[src/rtl/note_ctrl.sv]
// rtl/note_ctrl.sv - monophonic note controller: note/velocity events to NCO phase increment, amplitude and gate
module note_ctrl (
  input  logic        i_clk,
  input  logic        i_rst_n,
  input  logic        i_ev_valid,
  output logic        o_ev_ready,
  input  logic        i_ev_on,
  input  logic [6:0]  i_ev_note,
  input  logic [6:0]  i_ev_vel,
  input  logic        i_all_off,
  output logic [23:0] o_f_out,
  output logic        o_load_f,
  output logic [15:0] o_a_out,
  output logic        o_load_a,
  output logic        o_key_on,
  output logic [6:0]  o_held_note
);

  typedef enum logic [2:0] {
    S_IDLE   = 3'd0,
    S_DIV    = 3'd1,
    S_LOOKUP = 3'd2,
    S_SHIFT  = 3'd3,
    S_LOAD   = 3'd4
  } state_t;

  state_t      r_state;
  state_t      w_state_next;

  logic [6:0]  r_rem;
  logic [3:0]  r_oct;
  logic [6:0]  r_note;
  logic [6:0]  r_vel;
  logic [23:0] r_rom;

  logic        r_ev_ready;
  logic [23:0] r_f_out;
  logic [15:0] r_a_out;
  logic        r_load;
  logic        r_key_on;
  logic [6:0]  r_held_note;

  logic        w_accept;
  logic        w_rem_ge12;
  logic [3:0]  w_shamt;
  logic [23:0] w_shifted;
  logic        w_off_match;

  // Top-octave phase increments (MIDI notes 120..131) for 48 kHz and a 24-bit accumulator.
  function automatic logic [23:0] f_rom(input logic [3:0] idx);
    logic [23:0] v;
    case (idx)
      4'd0:    v = 24'd2926232;
      4'd1:    v = 24'd3100235;
      4'd2:    v = 24'd3284585;
      4'd3:    v = 24'd3479896;
      4'd4:    v = 24'd3686822;
      4'd5:    v = 24'd3906052;
      4'd6:    v = 24'd4138318;
      4'd7:    v = 24'd4384395;
      4'd8:    v = 24'd4645104;
      4'd9:    v = 24'd4921317;
      4'd10:   v = 24'd5213953;
      4'd11:   v = 24'd5523991;
      default: v = 24'd0;
    endcase
    return v;
  endfunction

  assign w_accept    = i_ev_valid & r_ev_ready & ~i_all_off;
  assign w_rem_ge12  = (r_rem >= 7'd12);
  assign w_shamt     = 4'd10 - r_oct;
  assign w_shifted   = r_rom >> w_shamt;
  assign w_off_match = r_key_on && (i_ev_note == r_held_note);

  always_ff @(posedge i_clk or negedge i_rst_n) begin
    if (!i_rst_n) begin
      r_state <= S_IDLE;
    end else begin
      r_state <= w_state_next;
    end
  end

  always_comb begin
    w_state_next = r_state;
    case (r_state)
      S_IDLE:   if (w_accept && i_ev_on) w_state_next = S_DIV;
      S_DIV:    if (!w_rem_ge12) w_state_next = S_LOOKUP;
      S_LOOKUP: w_state_next = S_SHIFT;
      S_SHIFT:  w_state_next = S_LOAD;
      S_LOAD:   w_state_next = S_IDLE;
      default:  w_state_next = S_IDLE;
    endcase
    if (i_all_off) w_state_next = S_IDLE;
  end

  // Octave/semitone split by repeated subtraction, then ROM read.
  always_ff @(posedge i_clk or negedge i_rst_n) begin
    if (!i_rst_n) begin
      r_rem  <= 7'd0;
      r_oct  <= 4'd0;
      r_note <= 7'd0;
      r_vel  <= 7'd0;
      r_rom  <= 24'd0;
    end else begin
      if (r_state == S_IDLE && w_accept && i_ev_on) begin
        r_rem  <= i_ev_note;
        r_oct  <= 4'd0;
        r_note <= i_ev_note;
        r_vel  <= i_ev_vel;
      end
      if (r_state == S_DIV && w_rem_ge12) begin
        r_rem <= r_rem - 7'd12;
        r_oct <= r_oct + 4'd1;
      end
      if (r_state == S_LOOKUP) begin
        r_rom <= f_rom(r_rem[3:0]);
      end
    end
  end

  // Output registers; values loaded at the end of SHIFT are visible during LOAD.
  always_ff @(posedge i_clk or negedge i_rst_n) begin
    if (!i_rst_n) begin
      r_ev_ready  <= 1'b1;
      r_f_out     <= 24'd0;
      r_a_out     <= 16'd0;
      r_load      <= 1'b0;
      r_key_on    <= 1'b0;
      r_held_note <= 7'd0;
    end else begin
      r_ev_ready <= (w_state_next == S_IDLE) && !i_all_off;
      r_load     <= (r_state == S_SHIFT) && !i_all_off;
      if (i_all_off) begin
        r_key_on <= 1'b0;
      end else if (r_state == S_SHIFT) begin
        r_f_out     <= w_shifted;
        r_a_out     <= {1'b0, r_vel, 8'h00};
        r_key_on    <= 1'b1;
        r_held_note <= r_note;
      end else if (r_state == S_IDLE && w_accept && !i_ev_on && w_off_match) begin
        r_key_on <= 1'b0;
      end
    end
  end

  assign o_ev_ready  = r_ev_ready;
  assign o_f_out     = r_f_out;
  assign o_a_out     = r_a_out;
  assign o_load_f    = r_load;
  assign o_load_a    = r_load;
  assign o_key_on    = r_key_on;
  assign o_held_note = r_held_note;

endmodule

[config.mk]
export PLATFORM = sky130hd
export DESIGN_NAME = note_ctrl
export DESIGN_NICKNAME = d
export VERILOG_FILES = /design/src/rtl/note_ctrl.sv
export SDC_FILE = /design/constraint.sdc
export NUM_CORES = 1
export LEC_CHECK = 0
export CORE_MARGIN = 8
export CORE_UTILIZATION = 50
export CTS_CLUSTER_SIZE = 20
export DETAILED_ROUTE_END_ITERATION = 12
export PLACE_DENSITY = 0.77
export REMOVE_ABC_BUFFERS = 1
export SKIP_LAST_GASP = 1
export SYNTH_ARGS = -nofsm -noshare
export SYNTH_HDL_FRONTEND = slang
export SYNTH_SLANG_ARGS = --single-unit
[constraint.sdc]
create_clock -name i_clk -period 1.86 [get_ports i_clk]
set_input_delay 0.186 -clock i_clk [delete_from_list [all_inputs] [get_ports i_clk]]
set_output_delay 0.186 -clock i_clk [all_outputs]
set_load 0.03 [all_outputs]
* Word level (Yosys, flattened, before mapping)
Memories as Yosys holds them, arrays and structs flattened. A register that Yosys moved wholly into a read port is not among the register bits.
Cells that the tools add are included.
** Operators by class
- Add/subtract/negate cells :: 3
- Order comparisons :: 1
- Equal/unequal tests :: 4
- Shift-type cells :: 1
- Muxes and demuxes :: 11
- Bitwise gates (word level) :: 3
- Reduce and logical (&&, ||, !) cells :: 17
** Operators by type and width (number)
- $shr A24 B4 Y24 :: 1
- $mux W7 :: 2
- $pmux W3 S4 :: 1
- $logic_and A1 B1 Y1 :: 9
- $mux W3 :: 3
- $mux W4 :: 2
- $eq A7 B7 Y1 :: 1
- $ge A7 B4 Y1 const B :: 1
- $sub A7 B4 Y7 const B :: 1
- $eq A3 B2 Y1 const B :: 2
- $logic_not A3 Y1 :: 2
- $add A4 B1 Y4 const B :: 1
- $sub A4 B4 Y4 const A :: 1
- $eq A3 B1 Y1 const B :: 1
- $logic_not A1 Y1 :: 3
- $mux W1 :: 3
- $reduce_bool A3 Y1 :: 1
- $and A1 B1 Y1 :: 2
- $reduce_and A2 Y1 :: 1
- $reduce_bool A2 Y1 :: 1
- $not A1 Y1 :: 1
** Storage, ports and cells
- Bits in registers :: 93
- Bits in read-only memories :: 368
- Input port bits :: 19
- Output and inout port bits :: 51
- Logic and storage cells :: 53
- Memories :: 1
** Memories
- (no name shown) :: depth 16, width 23, rd ports 1, clocked after Yosys merged registers in 1, wr ports 0, line 52 : case (idx)

* Logic depth before layout (Yosys ltp)
- Word-level depth :: 8
- Depth in mapped cells :: 8
- Mapped depth without buffers :: 7

* Worst setup path after synthesis
OpenSTA, ideal clock, no wires.
- Path kind :: register -> register
- Start point :: register r_oct[1]
- End point :: register r_f_out[0] (netlist: o_f_out[0])
- Library setup time :: 124 ps
- Arrival :: 1831 ps
- Required time :: 1736 ps
- Setup slack :: -95 ps
- Cell stages (with the launch flop) :: 9
- Path buffers :: 3
- Period minus slack after synthesis :: 1955 ps
- Cell sequence :: dfrtp_1 ha_1 buf_2 buf_2 clkbuf_1 nand3_1 o221ai_2 nor2_1 a211o_1
** On the way
- Longest elaborated chain between the ends :: 2
** RTL lines
- from (decl) :: line 31 : logic [3:0] r_oct;
- from (signal assigned) :: line 114 : r_oct <= r_oct + 4'd1;
- $sub A4 B4 Y4 :: line 72 : assign w_shamt = 4'd10 - r_oct;
- $shr A24 B4 Y24 :: line 73 : assign w_shifted = r_rom >> w_shamt;
- to (signal assigned) :: line 137 : r_f_out <= w_shifted;
- to (decl) :: line 37 : logic [23:0] r_f_out;
No other way between the ends.
A chain may end at the register's enable or synchronous reset.

* Worst setup path in the final report
- Start point :: register r_oct[0]
- End point :: register r_f_out[14] (netlist: o_f_out[14])
The elaborated chain is that of the path after synthesis.

==> summary.md <==
| Metric | Value |
|---|---|
| Share of final-layout standard cells stronger than drive strength 1 | 0.199 |
| Pre-antenna DRT Iters | 5 |
| Number of H-tree levels | 3 |
| Area growth syn-to-layout | 32.5% |
| Number of instances in the placed design | 769 |
| Share of the clock period used by the worst path | 1.03 |
| Antenna violation net count after detailed routing | 0 |
| Mapped Area | between 5000 and 6000 sq um |
| Placement-stage worst setup slack | -0.0325 ns |
| Global-route wire length before repair | 20.6 mm |
| Clock edge transition at the registers on the reported setup and hold paths | 0.09 ns |
| Die width | 116 um |
| Number of placed I/O pins | 70 |
| Setup Crit Path Kind | flop to flop |
| Die Area | 13500 sq um |
| Critical path origin | r_oct[0]$_DFFE_PN0P_ |
| Clk buf depth | 2 |
| Count of clock tree sinks | 91 |
| Setup slack on the worst flop-to-flop path | -0.06 ns |
| Final GP Congestion | 0.915 |
| Synth async-reset ratio | 1.00 |
| Synthesized flop and latch total | 91 |
| Antenna cell count | 0 |
| Root Buffer | clkbuf_8 |
| Hold Vio Cnt, Final | 0 |
| Number of antenna violations at the first check in global routing | 0 |
| Critical Path Source Type | flop |
| Detailed-route via count | 4466 |
| Wire length after detailed routing | 13.7 mm |
| Sequential cell area fraction in the yosys report | 0.453 |
| Post-route non-filler standard cell count | 800 |
| Initial core utilization | 0.514 |
| TritonCTS Buffers | 9 |
| Dpl hpwl | 9.35 mm |
| Final setup margin | -0.0573 ns |
| Crit-path max FO | 14 |
| Rows | 36 |
| CP required | 2.12 ns |
| Via count of the first global-routing pass | 4345 |
| Vias per cell | between 5 and 6 |
| Failing checks | negative setup slack |
| Remaining global-route overflow | 0 |
| Port bufs | 59 |
| Post-detailed-route DRC marker count | 0 |
| Vertical die dimension | 116 um |
| Library cells used by synthesis | 52 |
| Maximum number of pins on one net before global-route repair | 42 |
| Average wire per standard cell | 17.1 um |
| Post-route design area | 6660 sq um |
| Most common cell after layout, fill and taps aside | nand2_1 |
| TritonCTS clock tree | done |
| RR Startpoint | r_oct[0]$_DFFE_PN0P_ |
| Static Leakage | around 3.0 nW |
| Type of the worst min-delay path | input pin to async pin |
| Insertion delay of the later-clocked pin in the worst-skew pair | 0.37 ns |
| Area of the core region | 9770 sq um |
| Max Transition Viols Final | 0 |
| Worst Hold Slack | 0.263 ns |
| Synthesis warning total | 0 |
| Cell Area, Placed | 5990 sq um |
| Unrepaired setup endpoints after global routing | yes |
| Critical Path End Type | flop |
| Most frequent cells in the layout | nand2_1 (150), dfrtp_1 (89), clkdlybuf4s50_1 (58), nor2_1 (43), buf_4 (43) |
| Post-synth top flop | dfrtp_1 |
| All-layer global routing usage | 0.190 |
| Average footprint of a synthesized cell | a little under 9 sq um |
| Worst clock skew | 0.0143 ns |
| Power Dens Cells | 1380 nW/um^2 |
| CP arrival | 2.18 ns |
| Status | finished with violations |
| Count of flip-flops with a built-in enable after synthesis | 0 |
| Total power after layout | approximately 0.0092 W |
| Count of maximum capacitance violations | 0 |
| FMAX | 522 MHz |
| Post-layout nets | 690 |
| Count of routing violations after the opening detailed-route iteration | 324 |
| Synthesized instance count | 568 |
| Filler cell count in the final layout | around 750 |
| Setup Viol. Count Final | 5 |
| IR Drop Worst-Case VDD | a little under 0.8 mV |
| Tmin final | about 1.9 ns |
## kinds of logic after synthesis
group                    synth area share
AND/OR/NAND/NOR                     0.187
AO/OA/AOI/OAI                       0.158
flip-flops                          0.453
buffers and inverters              0.0528
multiplexers                        0.102
XOR/XNOR                           0.0239
adder cells (fa/ha/maj)            0.0224
other                            0.000746
## critical path, stage by stage, from the launching register on
cell     delay, ns
dfrtp_2       0.46
buf_4         0.17
buf_16        0.15
a21oi_4       0.23
xor2_1        0.30
buf_4         0.19
nor2_2        0.05
o31ai_1       0.26
## Yosys cell counts, types with 5 or more instances
| cell type | number | area [sq um] |
|---|---|---|
| nand2_1 | 152 | 571 |
| dfrtp_1 | 90 | 2250 |
| nor2_1 | 46 | 173 |
| o21ai_0 | 42 | 210 |
| a21oi_1 | 29 | 145 |
| mux2i_1 | 23 | 230 |
| clkbuf_1 | 21 | 78.8 |
| mux2_2 | 19 | 214 |
| buf_4 | 12 | 90.1 |
| ha_1 | 9 | 113 |
| a31oi_1 | 8 | 50.1 |
| buf_2 | 8 | 40.0 |
| inv_1 | 8 | 30.0 |
| a211oi_1 | 7 | 52.6 |
| nand3_1 | 6 | 30.0 |
| nand4_1 | 6 | 37.5 |
| o211ai_1 | 6 | 45.0 |
| nor2b_1 | 5 | 31.3 |
| xnor2_1 | 5 | 43.8 |
| xor2_1 | 5 | 43.8 |
## timing repair
| action | 4_1_cts | 5_1_grt |
|---|---|---|
| setup buffers | 1 | 8 |
| gates resized for setup | 6 | 51 |
| hold buffers | 1 | 0 |
| pin swaps | 1 | 7 |
| endpoints found under the setup margin | 10 | 23 |
| hold endpoints to repair | 23 | 0 |
| cloned | 1 | 4 |
## sequential cells by signal, indices dropped and copies added (netlist names)
signal and flops:
o_held_note 7, o_key_on 1, r_note 7, o_f_out 23, r_state 3, r_rem 7
o_load_a 1, r_vel 7, r_oct 4, o_ev_ready 1, o_a_out 7, r_rom 23
## worst paths after layout
kind,depth (start not counted),to
setup / recovery,7,o_f_out[14]$_DFFE_PN0P_
hold / removal,2,o_f_out[10]$_DFFE_PN0P_
setup reg to reg,7,o_f_out[14]$_DFFE_PN0P_
hold reg to reg,2,o_a_out[11]$_DFFE_PN0P_
max in group asynchronous,3,o_ev_ready$_DFF_PN1_
min in group i_clk,3,r_vel[4]$_DFFE_PN0P_
## final cells by class
| type | instances | area [sq um] | share of cell area |
|---|---|---|---|
| Multi-Input combinational cell | 432 | 2740 | 0.411 |
| Tap cell | 133 | 166 | 0.0250 |
| Inverter | 8 | 30.0 | 0.00451 |
| Sequential cell | 91 | 2280 | 0.342 |
| Clock inverter | 6 | 73.8 | 0.0111 |
| Clock buffer | 10 | 128 | 0.0192 |
| Timing Repair Buffer | 120 | 1240 | 0.187 |
## through the flow
stage	TNS (ns)	utilization
after CTS	-0.00902	0.642
final	-0.118	0.681
after detailed placement	-0.153	0.612
after global placement	-0.0408	0.612
after floorplan	-28.93	-
after global routing	-0.999	0.681
## power breakdown
| group | leakage [nW] | switching (W) | internal [W] | total (W) |
|---|---|---|---|---|
| Combinational | 1.71 | 0.00266 | 0.00251 | 0.00517 |
| Sequential | 1.22 | 0.000325 | 0.00230 | 0.00262 |
| Clock | 0.0950 | 0.000755 | 0.000639 | 0.00139 |
| Total | 3.03 | 0.00374 | 0.00544 | 0.00918 |
## layer usage
metal,GRT usage,routed length [um],vias to the layer above
li1,-,-,2135
met3,0.0352,648,27
met4,0.0562,331,0
met5,0,0,-
met1,0.232,5870,2175
met2,0.334,6860,129
(Power assumes the default switching activity.)
